### config.mk
export PLATFORM = sky130hd
export DESIGN_NAME = recursive_and_acc_flat
export DESIGN_NICKNAME = d
export VERILOG_FILES = /design/src/rtl/recursive_and_acc_pkg.sv /design/src/rtl/recursive_and_acc_if.sv /design/src/rtl/recursive_and_acc_and.sv /design/src/rtl/recursive_and_acc.sv /design/src/flat_wrapper.sv
export SDC_FILE = /design/constraint.sdc
export NUM_CORES = 1
export LEC_CHECK = 0
export CORE_AREA = 2 2 58 60
export CTS_CLUSTER_SIZE = 30
export DETAILED_ROUTE_END_ITERATION = 8
export DIE_AREA = 0 0 60 62
export GPL_ROUTABILITY_DRIVEN = 0
export GPL_TIMING_DRIVEN = 0
export PLACE_DENSITY = 0.65
export SETUP_SLACK_MARGIN = 0.1
export SYNTH_ARGS = -nofsm -noshare
export SYNTH_HDL_FRONTEND = slang
export SYNTH_HIERARCHICAL = 1
export SYNTH_SLANG_ARGS = --single-unit
### constraint.sdc
create_clock -name clk -period 1.59 [get_ports clk]
set_input_delay 0.2385 -clock clk [delete_from_list [all_inputs] [get_ports clk]]
set_output_delay 0.2385 -clock clk [all_outputs]
set_load 0.05 [all_outputs]
### src/rtl/recursive_and_acc_pkg.sv
// recursive_and_acc_pkg
// Shared definitions for the recursive_and_acc block:
//   state_e       controller state encoding
//   ALL_ONES_MAX  all-ones source, sliced down to the data width W (W <= 64)
package recursive_and_acc_pkg;

    typedef enum logic [1:0] {
        IDLE  = 2'd0,
        ACCUM = 2'd1,
        HOLD  = 2'd2
    } state_e;

    localparam logic [63:0] ALL_ONES_MAX = '1;

endpackage

### src/rtl/recursive_and_acc_if.sv
// recursive_and_acc_if
// Input and output valid/ready channels of recursive_and_acc.
//   in_data/in_valid/in_last  upstream beat, in_ready back-pressure
//   out_data/out_count/out_zero/out_ones/out_valid  packet result, out_ready accept
// slave  : the accumulator block
// master : upstream source and downstream sink combined
interface recursive_and_acc_if #(
    parameter int S = 3,
    parameter int C = 2
);
    localparam int W = 2**S;

    logic [W-1:0] in_data;
    logic         in_valid;
    logic         in_last;
    logic         in_ready;
    logic [W-1:0] out_data;
    logic [C:0]   out_count;
    logic         out_zero;
    logic         out_ones;
    logic         out_valid;
    logic         out_ready;

    modport slave (
        input  in_data, in_valid, in_last, out_ready,
        output in_ready, out_data, out_count, out_zero, out_ones, out_valid
    );

    modport master (
        output in_data, in_valid, in_last, out_ready,
        input  in_ready, out_data, out_count, out_zero, out_ones, out_valid
    );
endinterface

### src/rtl/recursive_and_acc_and.sv
// recursive_and
// Bitwise AND of two 2**S-bit words, built by splitting the word in half
// and recursing until single bits remain.
//   a_i, b_i  operands
//   y_o       a_i & b_i
module recursive_and #(
    parameter int S = 3
) (
    input  logic [2**S-1:0] a_i,
    input  logic [2**S-1:0] b_i,
    output logic [2**S-1:0] y_o
);
    localparam int W = 2**S;

    generate
        if (S == 0) begin : g_leaf
            assign y_o = a_i & b_i;
        end else begin : g_split
            localparam int H = W / 2;

            recursive_and #(.S(S-1)) u_lo (
                .a_i (a_i[H-1:0]),
                .b_i (b_i[H-1:0]),
                .y_o (y_o[H-1:0])
            );

            recursive_and #(.S(S-1)) u_hi (
                .a_i (a_i[W-1:H]),
                .b_i (b_i[W-1:H]),
                .y_o (y_o[W-1:H])
            );
        end
    endgenerate
endmodule

### src/rtl/recursive_and_acc.sv
// recursive_and_acc
// Folds a packet of W-bit beats into one AND-reduced word. A packet ends on
// in_last or after MAXB = 2**C beats, whichever comes first. The result,
// its beat count and zero/ones flags are held until the sink takes them.
//   clk, reset  clock, synchronous active-high reset
//   bus         slave side of recursive_and_acc_if (input and output channels)
//
// state | meaning
// IDLE  | no beat of the current packet accepted yet
// ACCUM | at least one beat folded into acc_q
// HOLD  | result presented on the output, input stalled
module recursive_and_acc
    import recursive_and_acc_pkg::*;
#(
    parameter int S = 3,
    parameter int C = 2
) (
    input  logic                 clk,
    input  logic                 reset,
    recursive_and_acc_if.slave   bus
);
    localparam int W = 2**S;
    localparam logic [W-1:0] ONES    = ALL_ONES_MAX[W-1:0];
    localparam logic [C:0]   MAXB    = {1'b1, {C{1'b0}}};
    localparam logic [C:0]   CNT_ONE = {{C{1'b0}}, 1'b1};

    state_e       state_q, state_d;
    logic [W-1:0] acc_q, acc_d;
    logic [C:0]   cnt_q, cnt_d;
    logic [W-1:0] out_data_q, out_data_d;
    logic [C:0]   out_count_q, out_count_d;
    logic         out_zero_q, out_zero_d;
    logic         out_ones_q, out_ones_d;
    logic         out_valid_q, out_valid_d;

    logic [W-1:0] fold;
    logic [C:0]   cnt_next;
    logic         in_ready;
    logic         in_fire;
    logic         out_fire;
    logic         terminate;

    recursive_and #(.S(S)) u_and (
        .a_i (acc_q),
        .b_i (bus.in_data),
        .y_o (fold)
    );

    assign in_ready  = (state_q != HOLD);
    assign in_fire   = bus.in_valid & in_ready;
    assign out_fire  = out_valid_q & bus.out_ready;
    assign cnt_next  = cnt_q + CNT_ONE;
    // MAXB-th beat terminates regardless of in_last, so last-on-MAXB ends once
    assign terminate = bus.in_last | (cnt_next == MAXB);

    always_comb begin
        state_d     = state_q;
        acc_d       = acc_q;
        cnt_d       = cnt_q;
        out_data_d  = out_data_q;
        out_count_d = out_count_q;
        out_zero_d  = out_zero_q;
        out_ones_d  = out_ones_q;
        out_valid_d = out_valid_q;

        case (state_q)
            IDLE, ACCUM: begin
                if (in_fire) begin
                    if (terminate) begin
                        out_data_d  = fold;
                        out_count_d = cnt_next;
                        out_zero_d  = (fold == '0);
                        out_ones_d  = (fold == ONES);
                        out_valid_d = 1'b1;
                        state_d     = HOLD;
                    end else begin
                        acc_d   = fold;
                        cnt_d   = cnt_next;
                        state_d = ACCUM;
                    end
                end
            end
            HOLD: begin
                // the result is released only here, so in_ready reopens a
                // cycle after out_fire and packets never pass through
                if (out_fire) begin
                    out_valid_d = 1'b0;
                    acc_d       = ONES;
                    cnt_d       = '0;
                    state_d     = IDLE;
                end
            end
            default: begin
                out_valid_d = 1'b0;
                acc_d       = ONES;
                cnt_d       = '0;
                state_d     = IDLE;
            end
        endcase
    end

    always_ff @(posedge clk) begin
        if (reset) begin
            state_q     <= IDLE;
            acc_q       <= ONES;
            cnt_q       <= '0;
            out_data_q  <= ONES;
            out_count_q <= '0;
            out_zero_q  <= 1'b0;
            out_ones_q  <= 1'b0;
            out_valid_q <= 1'b0;
        end else begin
            state_q     <= state_d;
            acc_q       <= acc_d;
            cnt_q       <= cnt_d;
            out_data_q  <= out_data_d;
            out_count_q <= out_count_d;
            out_zero_q  <= out_zero_d;
            out_ones_q  <= out_ones_d;
            out_valid_q <= out_valid_d;
        end
    end

    assign bus.in_ready  = in_ready;
    assign bus.out_data  = out_data_q;
    assign bus.out_count = out_count_q;
    assign bus.out_zero  = out_zero_q;
    assign bus.out_ones  = out_ones_q;
    assign bus.out_valid = out_valid_q;
endmodule
### src/flat_wrapper.sv
// flat-port wrapper written by rule: the top's interface ports become plain ports
module recursive_and_acc_flat import recursive_and_acc_pkg::*;
#(
    parameter int S = 3,
    parameter int C = 2
)
  (clk, reset, bus_in_data, bus_in_valid, bus_in_last, bus_out_ready, bus_in_ready, bus_out_data, bus_out_count, bus_out_zero, bus_out_ones, bus_out_valid);
  recursive_and_acc_if #(.S(S), .C(C)) bus_i ();
  input  logic clk;
  input  logic reset;
  input wire logic [$bits(bus_i.in_data)-1:0] bus_in_data;
  input wire logic [$bits(bus_i.in_valid)-1:0] bus_in_valid;
  input wire logic [$bits(bus_i.in_last)-1:0] bus_in_last;
  input wire logic [$bits(bus_i.out_ready)-1:0] bus_out_ready;
  output wire logic [$bits(bus_i.in_ready)-1:0] bus_in_ready;
  output wire logic [$bits(bus_i.out_data)-1:0] bus_out_data;
  output wire logic [$bits(bus_i.out_count)-1:0] bus_out_count;
  output wire logic [$bits(bus_i.out_zero)-1:0] bus_out_zero;
  output wire logic [$bits(bus_i.out_ones)-1:0] bus_out_ones;
  output wire logic [$bits(bus_i.out_valid)-1:0] bus_out_valid;
  assign bus_i.in_data = bus_in_data;
  assign bus_i.in_valid = bus_in_valid;
  assign bus_i.in_last = bus_in_last;
  assign bus_i.out_ready = bus_out_ready;
  assign bus_in_ready = bus_i.in_ready;
  assign bus_out_data = bus_i.out_data;
  assign bus_out_count = bus_i.out_count;
  assign bus_out_zero = bus_i.out_zero;
  assign bus_out_ones = bus_i.out_ones;
  assign bus_out_valid = bus_i.out_valid;
  recursive_and_acc #(.S(S), .C(C)) u_core (.clk(clk), .reset(reset), .bus(bus_i));
endmodule
# [Word level (Yosys, flattened, before mapping)]
# Index checks and enable logic that the tools add are counted.
[word_totals] reg_bits=27 out_inout_bits=15 elab_cells=52
[classes] addsub=1 n_eq_ne=9 muxes=16 bitwise=11 reduce_logical=7
[op_table] cell="8-bit 2-to-1 mux" n=3
[op_table] cell="8-bit one-hot mux with 2 select lines" n=1
[op_table] cell="1-bit bitwise AND" n=10
[op_table] cell="3-bit 2-to-1 mux" n=3
[op_table] cell="3-bit AND reduction" n=3
[op_table] cell="8-bit == test (second input constant)" n=1
[op_table] cell="8-bit zero test" n=1
[op_table] cell="2-bit 2-to-1 mux" n=3
[op_table] cell="2-bit by 1-bit != test with 1-bit output (second input constant)" n=3
[op_table] cell="3-bit one-hot mux with 2 select lines" n=1
[op_table] cell="2-bit != test (second input constant)" n=2
[op_table] cell="2-bit one-hot mux with 2 select lines" n=1
[op_table] cell="3-bit by 1-bit adder with 3-bit output (second input constant)" n=1
[op_table] cell="3-bit == test (second input constant)" n=1
[op_table] cell="1-bit 2-to-1 mux" n=3
[op_table] cell="2-bit by 1-bit == test with 1-bit output (second input constant)" n=1
[op_table] cell="2-bit == test (second input constant)" n=1
[op_table] cell="2-bit zero test" n=1
[op_table] cell="1-bit one-hot mux with 2 select lines" n=1
[op_table] cell="2-bit AND reduction" n=1
[op_table] cell="2-bit OR reduction" n=1
[op_table] cell="1-bit OR" n=1

# [Logic depth before layout (Yosys ltp)]
# Gate-level depths: netlist of the first run.
[depth] depth_word=6 depth_mapped=6 ltp_nobuf=5

# [Cells and area by module]
# The synthesis of the first run kept the hierarchy.
[modules_own_cells] module="recursive_and_acc" instances=1 cells_per_inst=135 area_per_inst_um2=1138.6
[modules_own_cells] module="recursive_and at u_core.u_and.g_split.u_hi.g_split.u_hi.g_split.u_hi ..." instances=8 cells_per_inst=1 area_per_inst_um2=6.3

# [Worst setup path after synthesis of the first run]
# OpenSTA, ideal clock, no wires.
[synth_path] path_kind="register to register" from="register u_core.cnt_q[0]" to="register u_core.out_ones_q, in the netlist u_core/bus.out_ones" t_arrival_ps=1564 required_time_ps=1519 path_slack_ps=-45 path_stages_with_launch=6 synth_period_minus_slack_ps=1635 cell_sequence="dfxtp_1 -> ha_1 -> xor2_2 -> a21oi_2 -> or4_1 -> a21oi_1"
[synth_between] elab_chain_len=4
[synth_rtl] item="start: declaration" line_no="recursive_and_acc.sv:29" text="logic [C:0] cnt_q, cnt_d;"
[synth_rtl] item="start signal: assignment" line_no="recursive_and_acc.sv:115" text="cnt_q <= cnt_d;"
[synth_rtl] item="3-bit by 1-bit adder with 3-bit output" line_no="recursive_and_acc.sv:52" text="assign cnt_next = cnt_q + CNT_ONE;"
[synth_rtl] item="3-bit == test" line_no="recursive_and_acc.sv:54" text="assign terminate = bus.in_last | (cnt_next == MAXB);"
[synth_rtl] item="1-bit OR" line_no="recursive_and_acc.sv:54"
[synth_rtl] item="3-bit AND reduction (no source line)"
[synth_rtl] item="end signal: assignment" line_no="recursive_and_acc.sv:119" text="out_ones_q <= out_ones_d;"
[synth_rtl] item="end: declaration" line_no="recursive_and_acc.sv:33" text="logic out_ones_q, out_ones_d;"
# Every way passes these cells.
# A chain may end at the register's enable or synchronous reset.

# [Worst setup path in the final report of the first run]
[layout_path] from="register u_core.state_q[0]" to="output bus_in_ready"
[layout_between] elab_chain_len=1
[layout_rtl] item="start: declaration" line_no="recursive_and_acc.sv:27" text="state_e state_q, state_d;"
[layout_rtl] item="start signal: assignment" line_no="recursive_and_acc.sv:113" text="state_q <= state_d;"
[layout_rtl] item="2-bit != test" line_no="recursive_and_acc.sv:49" text="assign in_ready = (state_q != HOLD);"
[layout_rtl] item="end: declaration" line_no="flat_wrapper.sv:15" text="output wire logic [$bits(bus_i.in_ready)-1:0] bus_in_ready;"
# Every way passes these cells.

==> results.txt, run 1 <==
hold slack - 0.487 ns
Post-DRT Antenna Nets - 0
share of layout cells above drive strength 1 - 17.8%
Reg power frac - 53.4%
syn_nets - 158
area leader, netlist - dfxtp_1
Achievable Freq - 674 MHz
max_cap viols - 0
Crit Path Max Fanout - 3
min cycle time layout - 1.48 ns
VDD IR max - 0.323 mV
Clock Tree Buf Depth - 2
Data required, critical path - 1.35 ns
crit path kind - reg2out
HPWL Detailed - 2.13 mm
Leak - 0.000639 uW
RSZ-0062 raised after global routing - yes
total design power - 1380 uW
Starting Density - 37.4%
final global-route overflow total - 0
Max-slew headroom - 67.9%
DR pass1 iterations - 4
clk root buf - clkbuf_4
Sw Ratio - 31.7%
top cell type's share of synthesized area - 45.5%
Layout area overhead - 44.4%
clk_lat worst skew - 0.33 ns
WL final - 3.18 mm
crit end category - primary output
CP max-delay cell - dfxtp_1
Final setup viols - 0
Finished Cell Area - 1720 sq um
Cell Pwr Density - 805 nW/um^2
Slew Viols, Final - 0
Top delay family on crit path - flip-flops
Worst-path clk slew - 0.15 ns
IO Pins - 28
DRC viols - 0
Critical path buffers and inverters - 1
slowest stage delay, CP - 0.38 ns
Die X - 60 microns
Die H - 62 microns
largest net degree at the start of global routing - 15
Seq/Total Area, Yosys - 45.5%
count of yosys warnings during synthesis - 6
Net Sw Power - 438 uW
final core utilization - 54.0%
H-Tree Depth - 1
nets - 201
Final Hold Viols - 0
Core Rows - 21
status - complete, no violations
core area - 3180 sq um
dpl cell area - 1540 sq um
clock skew - 0.00854 ns
DIE AREA - 3720 sq um
slew at the pin closest to its max-slew limit - 0.481 ns
DR vias - 1,193
Yosys cell types - 31
number of global-route vias before repair - 1,061
Gate power share - 24.5%
crit share post-route - 93.3%
Buffers on Ports - 27
Vias/cell - 5.16
Ant. Diodes - 0
clk sink count - 27
P_int - 944 uW
clock power share - 22.1%
Yosys reg bits - 27
first-pass GRT wire length - 4.83 mm
initial antenna violation count - 0
startpoint types - register
Initial DRC Count - 65
Hold Path Class - reg2reg
Gate Count Post-Synth - 143
WL/cell - 13.8 microns
CTS tree - done
gr usage total - 17.5%
Num CTS Buffers - 3
CP Cell Sequence - nand2b_1 > clkdlybuf4s15_2
top post-synthesis cells by area - dfxtp_1 (45%), o21ai_0 (9.3%), nand3_1 (8.0%)
cell area after synthesis - 1190 sq um
crit path DAT - 1.24 ns
Syn Area/Cell - 8.31 sq um
==> registers in the layout (all words and copies together) (netlist names) <==
name and count:
u_core/acc_q 8, u_core/bus.out_data 8, u_core/bus.out_count 3, u_core/cnt_q 3, u_core/state_q 2, u_core/bus.out_ones 1
u_core/bus.out_valid 1, u_core/bus.out_zero 1
==> layout by cell type, fill, tap and decap left out, types with 3 or more instances in the layout <==
cell type         n
dfxtp_1          23
nand3_1          19
o21ai_0          13
clkdlybuf4s50_1  12
buf_4             9
nor2_1            9
and2_1            9
nor3_1            9
dlygate4sd2_1     8
a21oi_1           8
o21ai_1           7
clkbuf_1          5
clkdlybuf4s15_1   4
nand4_1           4
clkbuf_4          3
==> power by group through the flow <==
stage | sequential, uW | clock, uW | combinational (uW)
detailed placement | 756 | 0 | 307
global placement | 753 | 0 | 303
global route | 744 | 338 | 362
finish | 738 | 306 | 339
CTS | 739 | 306 | 313
floorplan | 825 | 0 | 125
==> through the flow <==
| step | setup WS [ns] | setup TNS, ns | std cells |
|---|---|---|---|
| floorplan | 0.147 | 0 | 143 |
| global placement | -0.265 | -2.70 | 216 |
| detailed placement | -0.327 | -3.53 | 216 |
| CTS | 0.0718 | 0 | 226 |
| global route | 0.00802 | 0 | 231 |
| finish | 0.107 | 0 | 231 |
==> tightest hold or removal path: stages (launching register included) <==
cell	delay [ns]
dfxtp_1	0.33
o21ai_0	0.06
a21oi_1	0.06
==> worst paths after layout <==
kind / slack (ns) / start / to / cells past startpoint
setup / recovery: 0.11 / u_core/state_q[0]$_SDFFE_PP0P_ / bus_in_ready / 2
setup reg to reg: 0.11 / u_core/cnt_q[0]$_SDFFE_PP0P_ / u_core/bus.out_ones$_SDFFE_PP0P_ / 5
hold / removal: 0.49 / u_core/bus.out_count[0]$_SDFFE_PP0P_ / u_core/bus.out_count[0]$_SDFFE_PP0P_ / 2
hold reg to reg: 0.49 / u_core/bus.out_count[0]$_SDFFE_PP0P_ / u_core/bus.out_count[0]$_SDFFE_PP0P_ / 2
==> cells by family (layout without fill, tap and decap cells) <==
logic type      count (synthesis)  in the layout  synth area share [%]
buf+inv                        10             51                  3.37
flops                          27             27                  45.5
fa+ha+maj                       2              2                  2.10
mux                             1              1                 0.842
simple gates                   63             63                  28.1
compound gates                 38             39                  18.0
xor+xnor                        2              2                  2.11
==> synthesized netlist by cell type <==
master / instances
clkbuf_1: 5
and2b_1: 1
nor3_1: 10
xor2_2: 1
a21o_1: 2
xnor2_1: 1
inv_1: 2
or3_1: 1
or4_1: 1
nor2_1: 9
a211oi_1: 1
buf_1: 1
nor2b_1: 2
dfxtp_1: 27
and2_1: 9
nand2_1: 2
nand4_1: 4
a21boi_2: 1
ha_1: 2
nand2b_1: 2
nor4_1: 2
o21ai_0: 22
nor3b_1: 1
nand3_1: 19
o31ai_1: 1
a31oi_1: 1
a21oi_1: 8
a21oi_2: 1
buf_2: 2
o21a_1: 1
mux2i_1: 1
==> timing repair <==
item,4_1_cts,5_1_grt
hold buffers,0,0
cloned,1,1
pin swaps,3,7
buffers inserted,5,4
gates resized for setup,31,23
setup endpoints to repair,38,29
==> metal layers <==
layer	up-vias	global-route usage (%)	wire, microns	part of all wire (%)
li1	600	-	-	-
met1	552	21.5	1390	44
met2	37	31.1	1600	50
met3	4	2.90	169	5.3
met4	0	6.03	19	0.60
met5	-	0	0	0
==> layout make-up <==
class	count	area [sq um]
repair buffers	37	324
fillers	294	1460
flip-flops and latches	27	551
multi-input cells	107	696
inverters	2	7.51
plain buffers	8	55.1
clock buffers	4	26.3
well taps	46	57.6
No activity file was read; power rests on OpenSTA's default activity.
==> run 2: changes to the inputs <==
--- a/config.mk
+++ b/config.mk
@@ -5,6 +5,7 @@
 export SDC_FILE = /design/constraint.sdc
 export NUM_CORES = 1
 export LEC_CHECK = 0
+export CAP_MARGIN = 20
 export CORE_AREA = 2 2 58 60
 export CTS_CLUSTER_SIZE = 30
 export DETAILED_ROUTE_END_ITERATION = 8
==> results of run 2 <==
Final layout, timing and power as in run 1 (identical DEF).
